### src/rtl/mandel_pkg.sv
// Shared types and constants for the Mandelbrot pipeline.
// Coordinates are 4.23 two's-complement fixed point.
package mandel_pkg;

  localparam int COORD_W   = 27;
  localparam int FRAC_W    = 23;
  localparam int H_RES_DEF = 640;
  localparam int V_RES_DEF = 480;

  typedef logic signed [COORD_W-1:0] coord_t;

  typedef enum logic {
    IDLE = 1'b0,
    RUN  = 1'b1
  } state_t;

endpackage

### src/rtl/pixel_coord_gen.sv
// Raster walker emitting one 4.23 complex coordinate per pixel to the iterator.
// Latency: start -> first out_val one cycle; one pixel per clock at sustained out_rdy.
// Backpressure: outputs hold while out_val && !out_rdy. Optional PIXEL_COORD_GEN_PERF_EN adds frame_cycles.
module pixel_coord_gen
  import mandel_pkg::*;
#(
  parameter int H_RES      = H_RES_DEF,
  parameter int V_RES      = V_RES_DEF,
  parameter int COL_START  = 0,
  parameter int COL_STRIDE = 1,
  localparam int X_W = (H_RES > 1) ? $clog2(H_RES) : 1,
  localparam int Y_W = (V_RES > 1) ? $clog2(V_RES) : 1
) (
  input  logic               clk,
  input  logic               reset,
  input  logic               start,
  input  logic               abort,
  input  logic [COORD_W-1:0] r_start,
  input  logic [COORD_W-1:0] i_start,
  input  logic [COORD_W-1:0] dx,
  input  logic [COORD_W-1:0] dy,
  output logic               out_val,
  input  logic               out_rdy,
  output logic [COORD_W-1:0] out_c_r,
  output logic [COORD_W-1:0] out_c_i,
  output logic [X_W-1:0]     out_x,
  output logic [Y_W-1:0]     out_y,
`ifdef PIXEL_COORD_GEN_PERF_EN
  output logic [31:0]        frame_cycles,
`endif
  output logic               busy,
  output logic               done
);

  // A start column past the right edge yields an empty frame.
  localparam bit             EMPTY   = (COL_START >= H_RES);
  localparam logic [X_W-1:0] X_FIRST = X_W'(COL_START);
  localparam logic [Y_W-1:0] Y_LAST  = Y_W'(V_RES - 1);

  state_t state;
  coord_t r_start_q;
  coord_t dx_q;
  coord_t dy_q;

  logic        fire;
  logic [31:0] x_sum;
  logic        row_end;
  logic        last_row;
  logic        launch;

  assign fire     = (state == RUN) && out_val && out_rdy;
  assign x_sum    = 32'(out_x) + 32'(COL_STRIDE);
  assign row_end  = (x_sum >= 32'(H_RES));
  assign last_row = (out_y == Y_LAST);
  assign launch   = (state == IDLE) && start && !abort && !EMPTY;

  always_ff @(posedge clk or negedge reset) begin
    if (!reset) begin
      state     <= IDLE;
      out_val   <= 1'b0;
      out_c_r   <= '0;
      out_c_i   <= '0;
      out_x     <= '0;
      out_y     <= '0;
      busy      <= 1'b0;
      done      <= 1'b0;
      r_start_q <= '0;
      dx_q      <= '0;
      dy_q      <= '0;
    end else begin
      done <= 1'b0;
      case (state)
        IDLE: begin
          if (start && !abort) begin
            if (EMPTY) begin
              done <= 1'b1;
            end else begin
              state     <= RUN;
              busy      <= 1'b1;
              out_val   <= 1'b1;
              r_start_q <= r_start;
              dx_q      <= dx;
              dy_q      <= dy;
              out_c_r   <= r_start;
              out_c_i   <= i_start;
              out_x     <= X_FIRST;
              out_y     <= '0;
            end
          end
        end
        RUN: begin
          if (abort) begin
            state   <= IDLE;
            out_val <= 1'b0;
            busy    <= 1'b0;
          end else if (fire) begin
            if (!row_end) begin
              out_x   <= X_W'(x_sum);
              out_c_r <= out_c_r + dx_q;
            end else if (!last_row) begin
              out_x   <= X_FIRST;
              out_c_r <= r_start_q;
              out_y   <= out_y + 1'b1;
              out_c_i <= out_c_i - dy_q;
            end else begin
              state   <= IDLE;
              out_val <= 1'b0;
              busy    <= 1'b0;
              done    <= 1'b1;
            end
          end
        end
        default: state <= IDLE;
      endcase
    end
  end

`ifdef PIXEL_COORD_GEN_PERF_EN
  // Counts every RUN cycle; left untouched in IDLE so software can read it back.
  always_ff @(posedge clk or negedge reset) begin
    if (!reset) begin
      frame_cycles <= '0;
    end else if (launch) begin
      frame_cycles <= '0;
    end else if (state == RUN && !abort) begin
      frame_cycles <= frame_cycles + 32'd1;
    end
  end
`endif

endmodule
### config.mk
export PLATFORM = sky130hd
export DESIGN_NAME = pixel_coord_gen
export DESIGN_NICKNAME = d
export VERILOG_FILES = /design/src/rtl/mandel_pkg.sv /design/src/rtl/pixel_coord_gen.sv
export SDC_FILE = /design/constraint.sdc
export NUM_CORES = 1
export LEC_CHECK = 0
export ABC_CLOCK_PERIOD_IN_PS = 3940
export CAP_MARGIN = 20
export CORE_ASPECT_RATIO = 1.25
export CORE_MARGIN = 2
export CORE_UTILIZATION = 53
export DETAILED_ROUTE_END_ITERATION = 10
export HOLD_SLACK_MARGIN = 0.03
export PLACE_DENSITY = 0.87
export SKIP_LAST_GASP = 1
export SYNTH_ARGS = -nofsm -noshare
export SYNTH_HDL_FRONTEND = slang
export SYNTH_SLANG_ARGS = --single-unit
### constraint.sdc
create_clock -name clk -period 3.94 [get_ports clk]
set_input_delay 0.394 -clock clk [delete_from_list [all_inputs] [get_ports clk]]
set_output_delay 0.394 -clock clk [all_outputs]
set_load 0.01 [all_outputs]
==> run summary <==
CP max stage cell - and3_1
die width - 123 µm
diodes inserted - 0
Fmax - 274 MHz
Worst EP arrival - 3.98 ns
TNS Setup - 0 ns
RD Place Congestion - 0.924
first-pass GRT wire length - 39,500 µm
sequential power share - 0.294
Least-Margin Pin Slew - 0.853 ns
Mapped Area - 9370 µm²
number of port buffers - 188
ratio of cells with drive above 1 in the final layout - 0.0928
cell taking the most area after synthesis - dfrtp_1
# nets final - 1,352
Final WS setup - 0.289 ns
Mapped Cells - 1,013
Mapped Nets - 1,182
worst r2r dst - out_c_i[24]
crit start category - flip-flop
share of Yosys cell area claimed by the top area cell type - 0.419
Worst path max stage delay - 0.71 ns
Final Setup Violations - 0
vias per inst - 5.89
CP cell instances - ha_1, and3_1, and3_1, or4_1, and2_4, nand2_1, and3_1, nand2_1, o21ai_0
antenna viol nets, final - 0
DP Wirelength - 17,900 µm
Yosys reg bits - 157
Tot GR Track Use - 0.264
min cycle time layout - 3.65 ns
DR DRC count - 0
Worst EP required - 4.27 ns
top_reg_cell synth - dfrtp_1
RSZ-0062 raised after global routing - false
Routed wire per std cell - 17.5 µm
Rel. slew slack - 0.426
Switching Fraction - 0.383
PD cells - 676 nW/µm²
switching pwr - 3.14 mW
Hold Fails Final Rpt - 0
H-tree level count - 4
cts repair resizes - 0
Syn. warnings - 0
skew final - 0.0121 ns
total power - 8.18 mW
largest fanout on the critical path - 22
CTS root buffer - clkbuf_16
reg-to-reg startpoint - out_x[0]
wirelength, routed - 24,800 µm
Tcrit/Tclk final - 0.927
number of library cell types mapped by synthesis - 62
Vias - 8,363
Buf/Inv on CP - 0
dpl ws - 0.328 ns
GRT Residual Overflow - 0
CTS Buf Count - 17
IO Pins - 189
max-slew violations - 0
Worst R2R Path Depth - 9
CTS Hold Bufs - 0
Clock Path Buffers - 2
DRT iter0 DRCs - 586
Initial Utilization - 0.539
CTS tree - done
Util after Layout - 0.696
DRT Pass-1 Iters - 5
Setup CP Type - reg2reg
Seq/Total Area, Yosys - 0.419
Synth async-reset ratio - 1.00
total core area - 17,400 µm²
Hold Crit Class - in2async
crit end category - flip-flop
Reg2Reg Setup Slack - 0.29 ns
clk slew on worst S/H paths - 0.06 ns
clock network power share - 0.216
Clk Latency, worst-skew pair - 0.43 ns
most used cell, CP - and3_1
largest net degree at the start of global routing - 91
Layout Area Growth over Synthesis - 29.0%
Peak VDD IR - 385 µV
Top Family by Delay on Critical Path - simple AND/OR/NAND/NOR gates
initial antenna violation count - 1
LEAKAGE - 5.37 nW
Post-synth EDFFs - 0
post-synthesis average cell area - 9.25 µm²
vias in the first global route - 8,327
setup bufs post-CTS - 0
Die Y - 153 µm
Die ar. - 18,800 µm²
clk sink count - 157
top cells by area, synth - dfrtp_1 42%, ha_1 7.2%, mux2_2 6.7%
row count - 54
cell internal pwr - 5.04 mW
status - complete, no violations
Combinational Power Share - 0.490
max-cap violations - 0
## how the worst max path moves through the flow
stage                from     endpoint  slack [ns]  cells after the start
3_3_place_gp     out_x[0]  out_c_i[10]        0.50                      9
6_report         out_x[0]  out_c_i[24]        0.29                      9
2_1_floorplan  out_c_i[0]  out_c_i[24]        0.98                     12
4_1_cts          out_x[0]  out_c_i[24]        0.32                      9
3_5_place_dp     out_x[0]  out_c_i[24]        0.33                      9
5_1_grt          out_x[0]  out_c_i[11]        0.02                      9
## area by class of cell
cell class | count | area, µm²
Clock buffer | 19 | 443
Timing Repair Buffer | 202 | 2030
Inverter | 49 | 184
Sequential cell | 157 | 3930
Clock inverter | 13 | 189
Tap cell | 224 | 280
Fill cell | 1237 | 5280
Multi-Input combinational cell | 756 | 5030
## cells by family after synthesis
logic type | Yosys count | share of synthesized area
simple gates | 281 | 0.138
mux | 70 | 0.0823
xor+xnor | 45 | 0.0421
fa+ha+maj | 56 | 0.0764
buf+inv | 100 | 0.0452
compound gates | 304 | 0.197
flops | 157 | 0.419
## per-layer routing
layer | wire (µm) | track usage
met1 | 9770 | 0.315
met2 | 12600 | 0.455
met4 | 833 | 0.118
met5 | 13 | 0
met3 | 1620 | 0.0509
## layout by cell type, fill, tap and decap left out, types with 11 or more instances in the layout
cell type,count
a21o_1,25
mux2i_1,14
and3_1,23
nand2_1,129
nor3_1,14
clkbuf_16,17
o211ai_1,12
nand3_1,17
xor2_1,24
a21oi_1,72
inv_1,49
mux2_2,56
clkdlybuf4s50_1,187
xnor2_1,21
ha_1,54
dfrtp_1,156
nand4_1,13
buf_4,11
o21ai_0,117
nor2_1,53
## registers in the layout, summed over array words and instances (netlist names)
signal and flops:
dx_q 27, dy_q 27, out_c_i 27, out_c_r 27, r_start_q 27, out_x 10
out_y 9, busy 1, done 1, state 1
## worst reg2reg max path: stages, from the launching register on
cell	delay (ns)
dfrtp_1	0.43
ha_1	0.25
and3_1	0.18
and3_1	0.24
or4_1	0.50
and2_4	0.27
nand2_1	0.36
and3_1	0.72
nand2_1	0.33
o21ai_0	0.27
## per-stage QoR
stage                     instances  hold WS [ns]  instance area, µm²
after floorplan                1013        0.0984                9370
after global placement         1388         0.481               11500
after detailed placement       1388         0.489               11500
after CTS                      1420        0.0683               12100
after global routing           1420        0.0849               12100
final                          1420        0.0236               12100
## cells in the mapped netlist, drive strengths merged, types with 2 or more instances
library cell and n:
a211oi 9, a21o 25, o21ai 119, a221oi 5, o31ai 8, nand4 14
a21oi 73, or3 4, and4 3, o211ai 12, a22oi 2, o21a 6
buf 22, a41oi 3, o21bai 5, o211a 3, nor3 14, a31oi 9
nor2b 6, xor2 24, a311oi 3, dfrtp 157, nand3 18, fa 2
and2 5, nand2 129, a41o 2, nor2 54, and3 23, ha 54
xnor2 21, inv 49, o22ai 4, a21boi 2, o2111ai 3, a22o 3
mux2 56, mux2i 14, clkbuf 29, nand2b 6
## power by group through the flow
stage	clock (mW)	sequential [mW]	combinational [mW]
after floorplan	0	2.44	2.62
after global routing	1.87	2.46	4.40
after CTS	1.79	2.40	3.97
after detailed placement	0	2.43	3.92
final	1.76	2.40	4.01
after global placement	0	2.41	3.82
Power figures use the tool's default switching activity.
